--- src/rtl/uart_bcd_scan_if.sv ---
// Byte-in / digit-out bundle between the UART receiver, the BCD scanner and the 7-seg path.
interface uart_bcd_scan_if;
   logic [7:0] iData;
   logic       iValid;
   logic       oBusy;
   logic       oDone;
   logic [3:0] oDecimal;
   logic [2:0] oDigitSel;

   modport slave  (input iData, iValid, output oBusy, oDone, oDecimal, oDigitSel);
   modport master (output iData, iValid, input oBusy, oDone, oDecimal, oDigitSel);
endinterface

--- src/rtl/uart_bcd_scan.sv ---
// Byte -> 3 BCD digits by sequential double-dabble, then time-multiplexed digit scan.
// Optional macro LEAD_ZERO_BLANK_EN blanks leading-zero hundreds/tens slots.
module uart_bcd_scan #(
   parameter int SCAN_DIV = 50000
) (
   input  logic            iClk,
   input  logic            iRst,
   uart_bcd_scan_if.slave  bus
);
   localparam int CW = (SCAN_DIV > 1) ? $clog2(SCAN_DIV) : 1;

   typedef enum logic {IDLE, CONV} state_e;

   state_e          state_q, state_d;
   logic [7:0]      bin_q, bin_d;
   logic [11:0]     bcd_q, bcd_d;
   logic [2:0]      bit_q, bit_d;
   logic            done_q, done_d;
   logic [11:0]     disp_q, disp_d;
   logic [CW-1:0]   cnt_q, cnt_d;
   logic [1:0]      idx_q, idx_d;
   logic [2:0]      sel_q, sel_d;
   logic [3:0]      dec_q, dec_d;
   logic [11:0]     adj;
   logic [19:0]     shifted;

   always_ff @(posedge iClk) begin
      if (iRst) begin
         state_q <= IDLE;
         bin_q   <= '0;
         bcd_q   <= '0;
         bit_q   <= '0;
         done_q  <= 1'b0;
         disp_q  <= '0;
         cnt_q   <= '0;
         idx_q   <= '0;
         sel_q   <= 3'b110;
         dec_q   <= '0;
      end else begin
         state_q <= state_d;
         bin_q   <= bin_d;
         bcd_q   <= bcd_d;
         bit_q   <= bit_d;
         done_q  <= done_d;
         disp_q  <= disp_d;
         cnt_q   <= cnt_d;
         idx_q   <= idx_d;
         sel_q   <= sel_d;
         dec_q   <= dec_d;
      end
   end

   always_comb begin
      state_d = state_q;
      bin_d   = bin_q;
      bcd_d   = bcd_q;
      bit_d   = bit_q;
      done_d  = 1'b0;
      disp_d  = disp_q;
      cnt_d   = cnt_q;
      idx_d   = idx_q;
      sel_d   = sel_q;
      dec_d   = dec_q;

      adj = bcd_q;
      for (int i = 0; i < 3; i++)
         if (bcd_q[4*i +: 4] >= 4'd5) adj[4*i +: 4] = bcd_q[4*i +: 4] + 4'd3;
      shifted = {adj, bin_q} << 1;

      case (state_q)
         // The oDone cycle also refuses new bytes even though oBusy is already low.
         IDLE: if (bus.iValid && !done_q) begin
            bin_d   = bus.iData;
            bcd_d   = '0;
            bit_d   = '0;
            state_d = CONV;
         end
         CONV: begin
            bcd_d = shifted[19:8];
            bin_d = shifted[7:0];
            bit_d = bit_q + 3'd1;
            if (bit_q == 3'd7) begin
               state_d = IDLE;
               disp_d  = shifted[19:8];
               done_d  = 1'b1;
            end
         end
         default: state_d = IDLE;
      endcase

      if (cnt_q == CW'(SCAN_DIV - 1)) begin
         cnt_d = '0;
         idx_d = (idx_q == 2'd2) ? 2'd0 : idx_q + 2'd1;
      end else begin
         cnt_d = cnt_q + CW'(1);
      end

      // Select and digit both come from the next idx and next display value so they stay aligned.
      sel_d = ~(3'b001 << idx_d);
      case (idx_d)
         2'd0:    dec_d = disp_d[3:0];
         2'd1:    dec_d = disp_d[7:4];
         default: dec_d = disp_d[11:8];
      endcase
`ifdef LEAD_ZERO_BLANK_EN
      if ((idx_d == 2'd2 && disp_d[11:8] == 4'd0) ||
          (idx_d == 2'd1 && disp_d[11:4] == 8'd0)) begin
         sel_d = 3'b111;
         dec_d = 4'd0;
      end
`else
`endif
   end

   assign bus.oBusy     = (state_q == CONV);
   assign bus.oDone     = done_q;
   assign bus.oDecimal  = dec_q;
   assign bus.oDigitSel = sel_q;
endmodule

--- src/flat_wrapper.sv ---
// flat-port wrapper written by rule: the top's interface ports become plain ports
module uart_bcd_scan_flat 
#(
   parameter int SCAN_DIV = 50000
)
  (iClk, iRst, bus_iData, bus_iValid, bus_oBusy, bus_oDone, bus_oDecimal, bus_oDigitSel);
  uart_bcd_scan_if bus_i ();
  input  logic iClk;
  input  logic iRst;
  input wire logic [$bits(bus_i.iData)-1:0] bus_iData;
  input wire logic [$bits(bus_i.iValid)-1:0] bus_iValid;
  output wire logic [$bits(bus_i.oBusy)-1:0] bus_oBusy;
  output wire logic [$bits(bus_i.oDone)-1:0] bus_oDone;
  output wire logic [$bits(bus_i.oDecimal)-1:0] bus_oDecimal;
  output wire logic [$bits(bus_i.oDigitSel)-1:0] bus_oDigitSel;
  assign bus_i.iData = bus_iData;
  assign bus_i.iValid = bus_iValid;
  assign bus_oBusy = bus_i.oBusy;
  assign bus_oDone = bus_i.oDone;
  assign bus_oDecimal = bus_i.oDecimal;
  assign bus_oDigitSel = bus_i.oDigitSel;
  uart_bcd_scan #(.SCAN_DIV(SCAN_DIV)) u_core (.iClk(iClk), .iRst(iRst), .bus(bus_i));
endmodule
--- config.mk ---
export PLATFORM = sky130hd
export DESIGN_NAME = uart_bcd_scan_flat
export DESIGN_NICKNAME = d
export VERILOG_FILES = /design/src/rtl/uart_bcd_scan_if.sv /design/src/rtl/uart_bcd_scan.sv /design/src/flat_wrapper.sv
export SDC_FILE = /design/constraint.sdc
export NUM_CORES = 1
export LEC_CHECK = 0
export ABC_CLOCK_PERIOD_IN_PS = 4800
export CAP_MARGIN = 25
export CORE_MARGIN = 2
export CORE_UTILIZATION = 30
export CTS_BUF_LIST = sky130_fd_sc_hd__clkbuf_4 sky130_fd_sc_hd__clkbuf_8 sky130_fd_sc_hd__clkbuf_16
export DETAILED_ROUTE_END_ITERATION = 16
export HOLD_SLACK_MARGIN = 0.1
export PLACE_DENSITY_LB_ADDON = 0.12
export RECOVER_POWER = 100
export SYNTH_ARGS = -nofsm -noshare
export SYNTH_HDL_FRONTEND = slang
export SYNTH_SLANG_ARGS = --single-unit
--- constraint.sdc ---
create_clock -name iClk -period 4.8 [get_ports iClk]
set_clock_uncertainty 0.1 [all_clocks]
set_input_delay 0.72 -clock iClk [delete_from_list [all_inputs] [get_ports iClk]]
set_output_delay 0.72 -clock iClk [all_outputs]
set_load 0.005 [all_outputs]
==> flow_summary.yaml <==
layout:
  drive_above_1_share_pct: 7.72
  stdcell_count: 435
  final_nets: 339
  syn2layout_area_growth_pct: 15.3
  antenna_cells: 0
worst_setup_path:
  critical_path_peak_fanout: 31
  end_kind: "output pin"
  crit_arrival_ns: 2.40
  start_kind: "flop"
  rr_worst_depth: 6
  critPathRequiredTime_ns: 3.98
  critical_path_class: "flop to output pin"
floorplanning:
  rows: 35
  io_pins: 20
  core_sq_um: 9110
  die-area_sq_um: 10100
  die_h_microns: 100
  die_w_microns: 100
  initial_core_util_pct: 30.5
status:
  status: "complete, but fails checks"
  violations: "capacitance limit, slew limit"
logic_synthesis:
  synth-async-reset-ratio_pct: 0
  yosys.area.top_type: "dfxtp_1"
  ys_ff_latch: 62
  synth_top_area_share_pct: 44.6
  synth_cell_types: 45
  synthCells: 302
  yosys_warnings: 0
  synth_nets: 322
  synth_edf_count: 0
  syn_area_per_cell_sq_um: 9.21
  synthTopCellsByCount: "dfxtp_1 (62), nor2_1 (60), nand2_1 (16)"
  synth_area_leaders: "dfxtp_1 (45%), nor2_1 (8.1%), mux2i_1 (5.4%)"
  syn_area_sq_um: 2780
  synth_most_common_cell: "dfxtp_1"
  synth_ff_type: "dfxtp_1"
  ys_seq_area_share_pct: 44.6
sta:
  finalSetupTns_ns: 0
  fin_crit_ns: 3.22
  min_period_over_period_pct: 67.2
  setup_viol: 0
  slew_headroom_pct: -10.2
  max_freq_mhz: 310
  maxSlewViolCount: 37
  rsz0062_at_grt: "no"
  hold_viol_final: 0
  tightestPinTransition_ns: 1.65
power_and_ir_drop:
  p_per_area_nw_per_um2: 323
  leakage_uw: 0.00121
  peakVddDrop_mv: 0.162
route:
  drt_iter0_markers: 77
  wl_per_cell_microns: 12.9
  routed_wl_mm: 5.61
  vias: 2108
  dr.pass1.iters: 6
  antenna_left: 0
  drcViolationCount: 0
  via_per_inst: 4.85
clock_tree:
  root_buffer: "clkbuf_8"
  ctsResizeCount: 0
  clkTransAtPathRegs_ns: 0.07
  cts_buffer_depth: 2
  cts_buffers: 9
  cts.sinks: 62
  cts_tree: "built"
  ctsHoldBuffers: 0
  insertion_delay_ns: 0.33
  htreeDepth: 3
  post_cts_buffers: 0
global_routing:
  grt-ovfl-total: 0
  grt_max_degree: 37
  antenna_found_initial: 0
  grt_pass1_vias: 2072
  grt_pass1_wl_mm: 9.85
  gr-usage-all-layers_pct: 12.5
place:
  dp_hpwl_mm: 3.81
  dp_cells: 419
  globalplace.congestion: 0.719
  port_buffers: 19
job:
  drv_cap: 1
hold_path:
  hold-path-cell-count: 1
  holdCritPathClass: "flop to flop"
[report_power, final]
group          internal, uW  switching [uW]
clock network           245             209
registers               524            6.01
logic                  22.1            28.4
[sequential cells by signal, summed over array words and instances, names as in the netlist]
| register | flops |
|---|---|
| u_core.bcd_q | 12 |
| u_core.bus.oBusy | 1 |
| u_core.bit_q | 3 |
| u_core.bin_q | 8 |
| u_core.bus.oDone | 1 |
| u_core.disp_q | 12 |
| u_core.bus.oDigitSel | 3 |
| u_core.bus.oDecimal | 4 |
| u_core.cnt_q | 16 |
| u_core.idx_q | 2 |
[worst max-delay path, stage by stage (launching register included)]
cell and delay [ns]:
dfxtp_1 0.34, clkbuf_1 1.03, dlygate4sd3_1 0.70
[placed cells by master, fill, tap and decap left out, types with 3 or more instances in the layout]
cell type	n
a2111oi_0	4
a211oi_1	12
a21oi_1	12
a221oi_1	4
a22oi_1	8
and3_1	3
clkbuf_8	9
clkdlybuf4s50_1	9
clkinv_2	3
dfxtp_1	62
dlygate4sd3_1	10
ha_1	9
inv_1	9
mux2i_1	17
nand2_1	16
nand2b_1	6
nand3_1	5
nand4_1	5
nor2_1	60
nor2b_1	3
nor3_1	5
nor3b_1	4
o21ai_0	4
xnor2_1	10
xor2_1	7
[cell families after synthesis]
family          synth area share (%)
compound gates                  13.8
xor+xnor                        5.36
fa+ha+maj                       4.05
buf+inv                         3.87
flops                           44.6
mux                             7.52
simple gates                    20.8
[layout make-up]
| cell class | count | area, sq um |
|---|---|---|
| flip-flops and latches | 62 | 1240 |
| repair buffers | 21 | 198 |
| clock inverters | 6 | 61.3 |
| multi-input cells | 216 | 1400 |
| clock buffers | 10 | 131 |
| inverters | 9 | 33.8 |
| fillers | 969 | 5900 |
| well taps | 111 | 139 |
[stage by stage]
stage	utilization, %	setup WS (ns)	area (sq um)	total power, uW	hold WS (ns)
3_5_place_dp	33.5	2.22	3050	594	0.357
4_1_cts	35.6	2.36	3240	1060	0.374
6_report	35.2	1.58	3200	1030	0.372
3_3_place_gp	33.5	2.22	3050	594	0.350
2_1_floorplan	-	2.87	2780	577	0.330
5_1_grt	35.2	1.36	3200	1090	0.410
[final timing paths]
check / end / slack [ns] / startpoint
worst max register to register: u_core.bus.oDecimal[3] / 1.78 / u_core.bus.oBusy
worst min register to register: u_core.cnt_q[0] / 0.37 / u_core.cnt_q[0]
worst max-delay path: bus_oBusy / 1.58 / u_core.bus.oBusy
worst min-delay path: u_core.cnt_q[0] / 0.37 / u_core.cnt_q[0]
[per-layer routing]
metal / global-route usage (%) / vias to the layer above / wire length, microns
met5: 0 / - / 0
met4: 4.74 / 0 / 86
met3: 3.55 / 7 / 144
met2: 20.5 / 23 / 2600
met1: 15.5 / 986 / 2780
li1: - / 1092 / -
Note: power is estimated with default switching activity, not from simulation.
